==> config.mk <==
export PLATFORM = sky130hd
export DESIGN_NAME = pipeline_hazard_controller_flat
export DESIGN_NICKNAME = d
export VERILOG_FILES = /design/src/rtl/pipeline_hazard_controller_if.sv /design/src/rtl/pipeline_hazard_controller.sv /design/src/flat_wrapper.sv
export SDC_FILE = /design/constraint.sdc
export NUM_CORES = 1
export LEC_CHECK = 0
export CORE_MARGIN = 3
export CORE_UTILIZATION = 46
export DETAILED_ROUTE_END_ITERATION = 12
export HOLD_SLACK_MARGIN = 0.05
export MAX_ROUTING_LAYER = met4
export PLACE_DENSITY = 0.91
export SLEW_MARGIN = 20
export SYNTH_ARGS = -nofsm -noshare
export SYNTH_HDL_FRONTEND = slang
export SYNTH_SLANG_ARGS = --single-unit
==> constraint.sdc <==
create_clock -name clk -period 3.67 [get_ports clk]
set_input_delay 0.9175 -clock clk [delete_from_list [all_inputs] [get_ports clk]]
set_output_delay 0.9175 -clock clk [all_outputs]
set_load 0.05 [all_outputs]
==> src/rtl/pipeline_hazard_controller_if.sv <==
// Bundle between the datapath and pipeline_hazard_controller.
// master = datapath side (drives hazard inputs, consumes stall/flush/forward);
// slave  = the controller itself.
// HAZARD_PERF_CNT_EN adds the StallCycles/FlushCount performance outputs.
interface pipeline_hazard_controller_if;
  logic [4:0] Rs1D, Rs2D, Rs1E, Rs2E;
  logic [4:0] RdE, RdM, RdW;
  logic [1:0] ResultSrcE;
  logic       RegWriteM, RegWriteW;
  logic       PCSrcE;
  logic       MemReqM, MemReadyM;
  logic       StallF, StallD, StallE, StallM;
  logic       FlushD, FlushE, FlushW;
  logic [1:0] ForwardAE, ForwardBE;
  logic       MemError;
  logic [1:0] state_dbg;
`ifdef HAZARD_PERF_CNT_EN
  logic [31:0] StallCycles, FlushCount;
`endif

  modport master (
`ifdef HAZARD_PERF_CNT_EN
    input  StallCycles, FlushCount,
`endif
    output Rs1D, Rs2D, Rs1E, Rs2E, RdE, RdM, RdW, ResultSrcE,
    output RegWriteM, RegWriteW, PCSrcE, MemReqM, MemReadyM,
    input  StallF, StallD, StallE, StallM, FlushD, FlushE, FlushW,
    input  ForwardAE, ForwardBE, MemError, state_dbg
  );

  modport slave (
`ifdef HAZARD_PERF_CNT_EN
    output StallCycles, FlushCount,
`endif
    input  Rs1D, Rs2D, Rs1E, Rs2E, RdE, RdM, RdW, ResultSrcE,
    input  RegWriteM, RegWriteW, PCSrcE, MemReqM, MemReadyM,
    output StallF, StallD, StallE, StallM, FlushD, FlushE, FlushW,
    output ForwardAE, ForwardBE, MemError, state_dbg
  );
endinterface

==> src/rtl/pipeline_hazard_controller.sv <==
// Pipeline hazard controller for a 5-stage F/D/E/M/W pipeline.
// Forwarding, load-use stall and branch flush are combinational; data-memory
// waits are sequenced by a RUN/MEM_WAIT/ERR FSM with a bounded-wait timeout.
// state_dbg encoding: 0 = RUN, 1 = MEM_WAIT, 2 = ERR.
// Optional macro HAZARD_PERF_CNT_EN adds StallCycles/FlushCount counters.
//
// Memory handshake: MemReqM is the request (valid) from the Memory stage and
// MemReadyM the completion (ready) from data memory; the access completes in
// the cycle where both are high. A request without ready freezes the pipe in
// that same cycle, and the freeze lifts in the cycle where ready arrives.
module pipeline_hazard_controller #(
  parameter int unsigned TIMEOUT_CYCLES = 256,
  parameter int unsigned CNT_W          = 16
) (
  input  logic                          clk,
  input  logic                          rst,
  pipeline_hazard_controller_if.slave   hz
);

  typedef enum logic [1:0] {
    ST_RUN      = 2'd0,
    ST_MEM_WAIT = 2'd1,
    ST_ERR      = 2'd2
  } state_e;

  localparam logic [CNT_W-1:0] TIMEOUT_VAL = CNT_W'(TIMEOUT_CYCLES);
  localparam logic [CNT_W-1:0] CNT_MAX     = '1;

  state_e           state_q, state_d;
  logic [CNT_W-1:0] wait_cnt_q, wait_cnt_d;
  logic [CNT_W-1:0] wait_inc;

  logic lw_stall, mem_stall;
  logic stall_f, stall_d, stall_e, stall_m;
  logic flush_d, flush_e, flush_w;
  logic mem_error;
  logic [1:0] fwd_a, fwd_b, fwd_a_raw, fwd_b_raw;

  // Memory stage has priority over writeback; x0 is never forwarded.
  function automatic logic [1:0] fwd_sel(input logic [4:0] rs);
    if (hz.RegWriteM && (hz.RdM != 5'd0) && (hz.RdM == rs)) return 2'b10;
    if (hz.RegWriteW && (hz.RdW != 5'd0) && (hz.RdW == rs)) return 2'b01;
    return 2'b00;
  endfunction

  assign fwd_a_raw = fwd_sel(hz.Rs1E);
  assign fwd_b_raw = fwd_sel(hz.Rs2E);
  assign lw_stall  = (hz.ResultSrcE == 2'b01) && (hz.RdE != 5'd0) &&
                     ((hz.RdE == hz.Rs1D) || (hz.RdE == hz.Rs2D));
  assign mem_stall = hz.MemReqM && !hz.MemReadyM;
  // Saturating increment so the counter can never wrap back to a small value.
  assign wait_inc  = (wait_cnt_q == CNT_MAX) ? wait_cnt_q : wait_cnt_q + CNT_W'(1);

  // State register and wait counter.
  always_ff @(posedge clk) begin
    if (rst) begin
      state_q    <= ST_RUN;
      wait_cnt_q <= '0;
    end else begin
      state_q    <= state_d;
      wait_cnt_q <= wait_cnt_d;
    end
  end

  // Next-state: a wait is entered on the first stalled cycle (count 1) and
  // left as soon as the Memory stage no longer stalls.
  always_comb begin
    state_d    = state_q;
    wait_cnt_d = wait_cnt_q;
    case (state_q)
      ST_RUN: begin
        if (mem_stall) begin
          state_d    = ST_MEM_WAIT;
          wait_cnt_d = CNT_W'(1);
        end
      end
      ST_MEM_WAIT: begin
        if (!mem_stall) begin
          state_d    = ST_RUN;
          wait_cnt_d = '0;
        end else begin
          wait_cnt_d = wait_inc;
          if (wait_inc >= TIMEOUT_VAL) state_d = ST_ERR;
        end
      end
      ST_ERR: begin
        state_d = ST_ERR;
      end
      default: begin
        state_d    = ST_RUN;
        wait_cnt_d = '0;
      end
    endcase
  end

  // Stage controls. Reset overrides everything so no stale state leaks out
  // while rst is high; a memory freeze masks load-use and branch handling,
  // which re-evaluate once the freeze lifts.
  always_comb begin
    stall_f   = 1'b0;
    stall_d   = 1'b0;
    stall_e   = 1'b0;
    stall_m   = 1'b0;
    flush_d   = 1'b0;
    flush_e   = 1'b0;
    flush_w   = 1'b0;
    mem_error = 1'b0;
    fwd_a     = fwd_a_raw;
    fwd_b     = fwd_b_raw;
    if (rst) begin
      flush_d = 1'b1;
      flush_e = 1'b1;
      flush_w = 1'b1;
      fwd_a   = 2'b00;
      fwd_b   = 2'b00;
    end else if (state_q == ST_ERR) begin
      stall_f   = 1'b1;
      stall_d   = 1'b1;
      stall_e   = 1'b1;
      stall_m   = 1'b1;
      flush_w   = 1'b1;
      mem_error = 1'b1;
    end else if (mem_stall) begin
      stall_f = 1'b1;
      stall_d = 1'b1;
      stall_e = 1'b1;
      stall_m = 1'b1;
      flush_w = 1'b1;
    end else begin
      stall_f = lw_stall;
      stall_d = lw_stall;
      flush_d = hz.PCSrcE;
      flush_e = lw_stall || hz.PCSrcE;
    end
  end

  assign hz.StallF    = stall_f;
  assign hz.StallD    = stall_d;
  assign hz.StallE    = stall_e;
  assign hz.StallM    = stall_m;
  assign hz.FlushD    = flush_d;
  assign hz.FlushE    = flush_e;
  assign hz.FlushW    = flush_w;
  assign hz.ForwardAE = fwd_a;
  assign hz.ForwardBE = fwd_b;
  assign hz.MemError  = mem_error;
  assign hz.state_dbg = state_q;

`ifdef HAZARD_PERF_CNT_EN
  logic [31:0] stall_cycles_q, stall_cycles_d;
  logic [31:0] flush_count_q, flush_count_d;

  // Count stalled-fetch and execute-flush cycles; frozen once in ERR.
  always_comb begin
    stall_cycles_d = stall_cycles_q;
    flush_count_d  = flush_count_q;
    if (state_q != ST_ERR) begin
      if (stall_f) stall_cycles_d = stall_cycles_q + 32'd1;
      if (flush_e) flush_count_d  = flush_count_q + 32'd1;
    end
  end

  // Performance counter registers.
  always_ff @(posedge clk) begin
    if (rst) begin
      stall_cycles_q <= '0;
      flush_count_q  <= '0;
    end else begin
      stall_cycles_q <= stall_cycles_d;
      flush_count_q  <= flush_count_d;
    end
  end

  assign hz.StallCycles = stall_cycles_q;
  assign hz.FlushCount  = flush_count_q;
`endif

endmodule

==> src/flat_wrapper.sv <==
// flat-port wrapper written by rule: the top's interface ports become plain ports
module pipeline_hazard_controller_flat 
#(
  parameter int unsigned TIMEOUT_CYCLES = 256,
  parameter int unsigned CNT_W          = 16
)
  (clk, rst, hz_Rs1D, hz_Rs2D, hz_Rs1E, hz_Rs2E, hz_RdE, hz_RdM, hz_RdW, hz_ResultSrcE, hz_RegWriteM, hz_RegWriteW, hz_PCSrcE, hz_MemReqM, hz_MemReadyM, hz_StallF, hz_StallD, hz_StallE, hz_StallM, hz_FlushD, hz_FlushE, hz_FlushW, hz_ForwardAE, hz_ForwardBE, hz_MemError, hz_state_dbg);
  pipeline_hazard_controller_if hz_i ();
  input  logic clk;
  input  logic rst;
  input wire logic [$bits(hz_i.Rs1D)-1:0] hz_Rs1D;
  input wire logic [$bits(hz_i.Rs2D)-1:0] hz_Rs2D;
  input wire logic [$bits(hz_i.Rs1E)-1:0] hz_Rs1E;
  input wire logic [$bits(hz_i.Rs2E)-1:0] hz_Rs2E;
  input wire logic [$bits(hz_i.RdE)-1:0] hz_RdE;
  input wire logic [$bits(hz_i.RdM)-1:0] hz_RdM;
  input wire logic [$bits(hz_i.RdW)-1:0] hz_RdW;
  input wire logic [$bits(hz_i.ResultSrcE)-1:0] hz_ResultSrcE;
  input wire logic [$bits(hz_i.RegWriteM)-1:0] hz_RegWriteM;
  input wire logic [$bits(hz_i.RegWriteW)-1:0] hz_RegWriteW;
  input wire logic [$bits(hz_i.PCSrcE)-1:0] hz_PCSrcE;
  input wire logic [$bits(hz_i.MemReqM)-1:0] hz_MemReqM;
  input wire logic [$bits(hz_i.MemReadyM)-1:0] hz_MemReadyM;
  output wire logic [$bits(hz_i.StallF)-1:0] hz_StallF;
  output wire logic [$bits(hz_i.StallD)-1:0] hz_StallD;
  output wire logic [$bits(hz_i.StallE)-1:0] hz_StallE;
  output wire logic [$bits(hz_i.StallM)-1:0] hz_StallM;
  output wire logic [$bits(hz_i.FlushD)-1:0] hz_FlushD;
  output wire logic [$bits(hz_i.FlushE)-1:0] hz_FlushE;
  output wire logic [$bits(hz_i.FlushW)-1:0] hz_FlushW;
  output wire logic [$bits(hz_i.ForwardAE)-1:0] hz_ForwardAE;
  output wire logic [$bits(hz_i.ForwardBE)-1:0] hz_ForwardBE;
  output wire logic [$bits(hz_i.MemError)-1:0] hz_MemError;
  output wire logic [$bits(hz_i.state_dbg)-1:0] hz_state_dbg;
  assign hz_i.Rs1D = hz_Rs1D;
  assign hz_i.Rs2D = hz_Rs2D;
  assign hz_i.Rs1E = hz_Rs1E;
  assign hz_i.Rs2E = hz_Rs2E;
  assign hz_i.RdE = hz_RdE;
  assign hz_i.RdM = hz_RdM;
  assign hz_i.RdW = hz_RdW;
  assign hz_i.ResultSrcE = hz_ResultSrcE;
  assign hz_i.RegWriteM = hz_RegWriteM;
  assign hz_i.RegWriteW = hz_RegWriteW;
  assign hz_i.PCSrcE = hz_PCSrcE;
  assign hz_i.MemReqM = hz_MemReqM;
  assign hz_i.MemReadyM = hz_MemReadyM;
  assign hz_StallF = hz_i.StallF;
  assign hz_StallD = hz_i.StallD;
  assign hz_StallE = hz_i.StallE;
  assign hz_StallM = hz_i.StallM;
  assign hz_FlushD = hz_i.FlushD;
  assign hz_FlushE = hz_i.FlushE;
  assign hz_FlushW = hz_i.FlushW;
  assign hz_ForwardAE = hz_i.ForwardAE;
  assign hz_ForwardBE = hz_i.ForwardBE;
  assign hz_MemError = hz_i.MemError;
  assign hz_state_dbg = hz_i.state_dbg;
  pipeline_hazard_controller #(.TIMEOUT_CYCLES(TIMEOUT_CYCLES), .CNT_W(CNT_W)) u_core (.clk(clk), .rst(rst), .hz(hz_i));
endmodule
# After elaboration in Yosys (flattened, before gate mapping)
# Index checks and enable logic that the tools add are counted.
# classes
n_lt_le_gt_ge,1
mux,39
multipliers,0
bitwise_logic,1
eq_ne,12
n_addsub,1
n_shift,0
div_mod_pow,0
reduce_logical,18
# ops
op,count
$mux 16,3
$pmux 16 s3,1
$eq 5x5->1,6
$mux 2,13
$mux 1,21
$add 16x1->16 const B,1
$eq 16x16->1 const B,1
$ge 16x9->1 const B,1
$reduce_bool 5->1,3
$logic_and 1x1->1,9
$pmux 2 s3,1
$eq 2x1->1 const B,2
$reduce_and 2->1,2
$ne 3x3->1 const B,1
$eq 2x2->1 const B,1
$logic_not 2->1,1
$logic_or 1x1->1,2
$ne 2x1->1 const B,1
$logic_not 1->1,1
$not 1->1,1
# totals
elab_cells,74
regBits,18
in_bits,44
latchBits,0
ram_bits,0
out_inout_bits,14
memories,0
romBits,0

# Logic depth before layout (Yosys ltp)
# logic_depth
word_depth,8
depth_mapped,7

# Worst setup path after synthesis
# No wires, ideal clock.
# synth_path
path_kind,input to output
start,in hz_RdM[1]
end,out hz_ForwardBE[0]
required_time_ns,2.753
path_stages,4
n_path_buf,0
arrival_time_ns,3.300
setup_slack_ns,-0.547
cell_sequence,or4_1 > o21ai_1 > nor3_1 > nor4_1
# synth_via
elab_chain_cells,6
word_cells_on_any_way,7
# synth_rtl
item,line,source
"start, declared",flat_wrapper.sv:16,input wire logic [$bits(hz_i.RdM)-1:0] hz_RdM;
$reduce_bool 5->1,pipeline_hazard_controller.sv:41,if (hz.RegWriteM && (hz.RdM != 5'd0) && (hz.RdM == rs)) return 2'b10;
$logic_and 1x1->1,pipeline_hazard_controller.sv:41,
$logic_and 1x1->1 (*),pipeline_hazard_controller.sv:41,
$mux 1 (*),pipeline_hazard_controller.sv:41,
$mux 2 (*),pipeline_hazard_controller.sv:42,if (hz.RegWriteW && (hz.RdW != 5'd0) && (hz.RdW == rs)) return 2'b01;
$mux 2 (*),pipeline_hazard_controller.sv:110,if (rst) begin
"end, declared",flat_wrapper.sv:32,output wire logic [$bits(hz_i.ForwardBE)-1:0] hz_ForwardBE;
# Every way passes the cells marked *; elsewhere a longest branch is shown, timed or not.

# Worst setup path in the final report
# layout_path
start,in hz_RdM[1]
end,out hz_ForwardAE[0]
# layout_via
elab_chain_cells,6
word_cells_on_any_way,7
# layout_rtl
item,line,source
$reduce_bool 5->1,pipeline_hazard_controller.sv:41,
$logic_and 1x1->1,pipeline_hazard_controller.sv:41,
$logic_and 1x1->1 (*),pipeline_hazard_controller.sv:41,
$mux 1 (*),pipeline_hazard_controller.sv:41,
$mux 2 (*),pipeline_hazard_controller.sv:42,
$mux 2 (*),pipeline_hazard_controller.sv:110,
"end, declared",flat_wrapper.sv:31,output wire logic [$bits(hz_i.ForwardAE)-1:0] hz_ForwardAE;
# Marked as above.

==> out/qor.yml <==
utilization_pct: 73.1
core-area_um2: 3470
grt_remaining_overflow: 0
instances_no_fill: 330
diodes: 0
synth_edf_count: 0
crit_chain: "clkdlybuf4s50_1, or4_4, o21ai_4, buf_6, nor3_1, nor3_2, clkbuf_16"
gp_congestion: 0.916
tightest_slew_ns: 0.511
cts_tree: "yes"
dieHeight_um: 67
cp-start-kind: "input port"
vias_per_cell: 6.00
vias: 1980
grt_max_degree: 17
leakagePower_nw: 0.947
synth-compound-area-share_pct: 20.3
synth_top_family_by_area: "simple AND/OR/NAND/NOR gates"
dpl_cell_area_um2: 2430
drv_cap: 0
hpwlAfterDp_um: 4260
row_count: 21
hold_viol: 0
synth-seq-area-share_pct: 21.1
cts_max_level: 1
drive_gt1_share_pct: 18.0
cts_sinks: 18
pre_cts_slack_ns: -0.0124
grt_pass1_wl_um: 8620
synthMuxAreaShare_pct: 1.17
first_iter_violations: 217
yosys.cell_count.top_type: "xnor2_1"
synth_ff_type: "dfxtp_1"
nets: 330
die_area_um2: 4490
fin_ws_ns: 0.0908
die_x_um: 67
ys_async_sr_fraction_pct: 0
synthTopCellsByArea: "dfxtp_1 (21%), xnor2_1 (15%), o21ai_0 (5.0%)"
final.period_utilization_pct: 97.5
cp_data_arrival_time_ns: 2.66
slew_viol_final: 0
drc_errors: 0
antenna_found_initial: 0
yosysWarningCount: 0
initial_core_util_pct: 49.4
area_growth_pct: 48.1
netlist_area_um2: 1710
crit_family: "buffers and inverters"
path_clk_slew_ns: 0.08
synthDistinctLibCells: 52
clock_path_buffers: 2
synth.avg_cell_area_um2: 7.82
synth-seq-cells: 18
cts_buffers: 3
p_per_area_nw_per_um2: 221
track_usage_pct: 25.8
crit_type: "in -> out"
synth_common_cells: "xnor2_1 (29), dfxtp_1 (18), o21ai_0 (17)"
synth-adder-area-share_pct: 0.731
clkLatencyLatePin_ns: 0.26
numPortBuffers: 57
cp_slowest_cell: "or4_4"
finalWirelength_um: 5730
setup-violations-final: 0
wl_per_cell_um: 17.4
synth_top_area_share_pct: 21.1
place_inst: 325
slew_headroom_pct: 65.8
io_pins: 58
required_ns: 2.75
syn_inst: 219
ant_nets: 0
period_needed_ns: 3.58
cp_max_fo: 3
postSynthNetCount: 264
drt_pass1_iterations: 6
design_area_um2: 2530
fin_skew_ns: 0.00344
cp-end-kind: "output pin"
clock.fmax_mhz: 279
fin_tns_setup_ns: 0
ir_drop_mv: 0.200
outcome: "complete, no violations"
synth.largest_area_cell: "dfxtp_1"
synth_xor_area_share_pct: 18.9
cpPeakStageDelay_ns: 0.46
worst-path-buf-inv: 3
cts_root_buffer: "clkbuf_8"
rsz0062_at_grt: "false"
yosys.area_share.simple_pct: 33.0
grt_pass1_vias: 1921
hold_class: "reg -> reg"
layer usage:
metal  part of all wire (%)  wire length (um)  global-route usage, %  vias to the layer above
met4                    2.7               153                   8.10                        0
li1                       -                 -                      -                      927
met3                    6.9               395                   4.72                       17
met5                      0                 0                      -                        -
met1                     41              2330                   30.7                      918
met2                     50              2850                   43.9                      118
repair_timing:
| action | CTS | global route |
|---|---|---|
| gates resized for setup | 2 | 8 |
| pin swaps | 2 | 4 |
| hold buffers | 0 | 0 |
| endpoints found under the setup margin | 1 | 2 |
| endpoints found under the hold margin | 0 | 0 |
| buffers inserted | 0 | 1 |
through the flow:
step / power, mW / hold WS (ns)
global route: 0.578 / 0.562
floorplan: 0.285 / 0.477
finish: 0.560 / 0.538
CTS: 0.552 / 0.531
global placement: 0.377 / 0.498
detailed placement: 0.383 / 0.518
power breakdown:
| part | switching (mW) | total, mW | leakage, nW | internal (mW) |
|---|---|---|---|---|
| combinational | 0.0915 | 0.189 | 0.773 | 0.0970 |
| clock | 0.0759 | 0.172 | 0.0288 | 0.0956 |
| sequential | 0.00310 | 0.200 | 0.145 | 0.197 |
layout by cell type, fill, tap and decap left out, types with 6 or more instances in the layout:
cell / synthesis / layout
clkdlybuf4s50_1: 0 / 42
a21oi_1: 13 / 13
dfxtp_1: 18 / 18
nand2_1: 13 / 13
nor2_1: 16 / 16
nand3_1: 14 / 14
xor2_1: 8 / 8
inv_1: 6 / 6
xnor2_1: 29 / 29
buf_4: 4 / 21
o21ai_0: 17 / 17
nor3_1: 7 / 6
layout make-up:
type | instances | area [um2]
Fill cell | 241 | 933
Inverter | 6 | 22.5
Tap cell | 46 | 57.6
Clock buffer | 4 | 55.1
Multi-Input combinational cell | 184 | 1310
Timing Repair Buffer | 72 | 732
Sequential cell | 18 | 360
final timing paths:
kind,end,cells after the start,slack (ns),startpoint
setup reg to reg,u_core.hz.state_dbg[1]$_SDFFE_PP0P_,6,1.52,u_core.wait_cnt_q[0]$_SDFFE_PP0P_
hold reg to reg,u_core.wait_cnt_q[7]$_SDFFE_PP0P_,2,0.54,u_core.wait_cnt_q[7]$_SDFFE_PP0P_
setup / recovery,hz_ForwardAE[0],7,0.09,hz_RdM[1]
hold / removal,u_core.wait_cnt_q[7]$_SDFFE_PP0P_,2,0.54,u_core.wait_cnt_q[7]$_SDFFE_PP0P_
cells by family after synthesis:
logic type                 count (synthesis)
and+or+nand+nor                           90
adders and majority gates                  1
muxes                                      2
DFF                                       18
AOI/OAI and AO/OA                         54
buffers and inverters                     17
xor gates and xnor gates                  37
tightest hold or removal path, stage by stage (launching register included):
cell and delay [ns]:
dfxtp_1 0.34, o21ai_0 0.08, mux2i_1 0.07
state kept, by name, summed over array words and instances, names as in the netlist:
signal               count
u_core.wait_cnt_q       16
u_core.hz.state_dbg      2
Note: power is estimated with default switching activity, not from simulation.
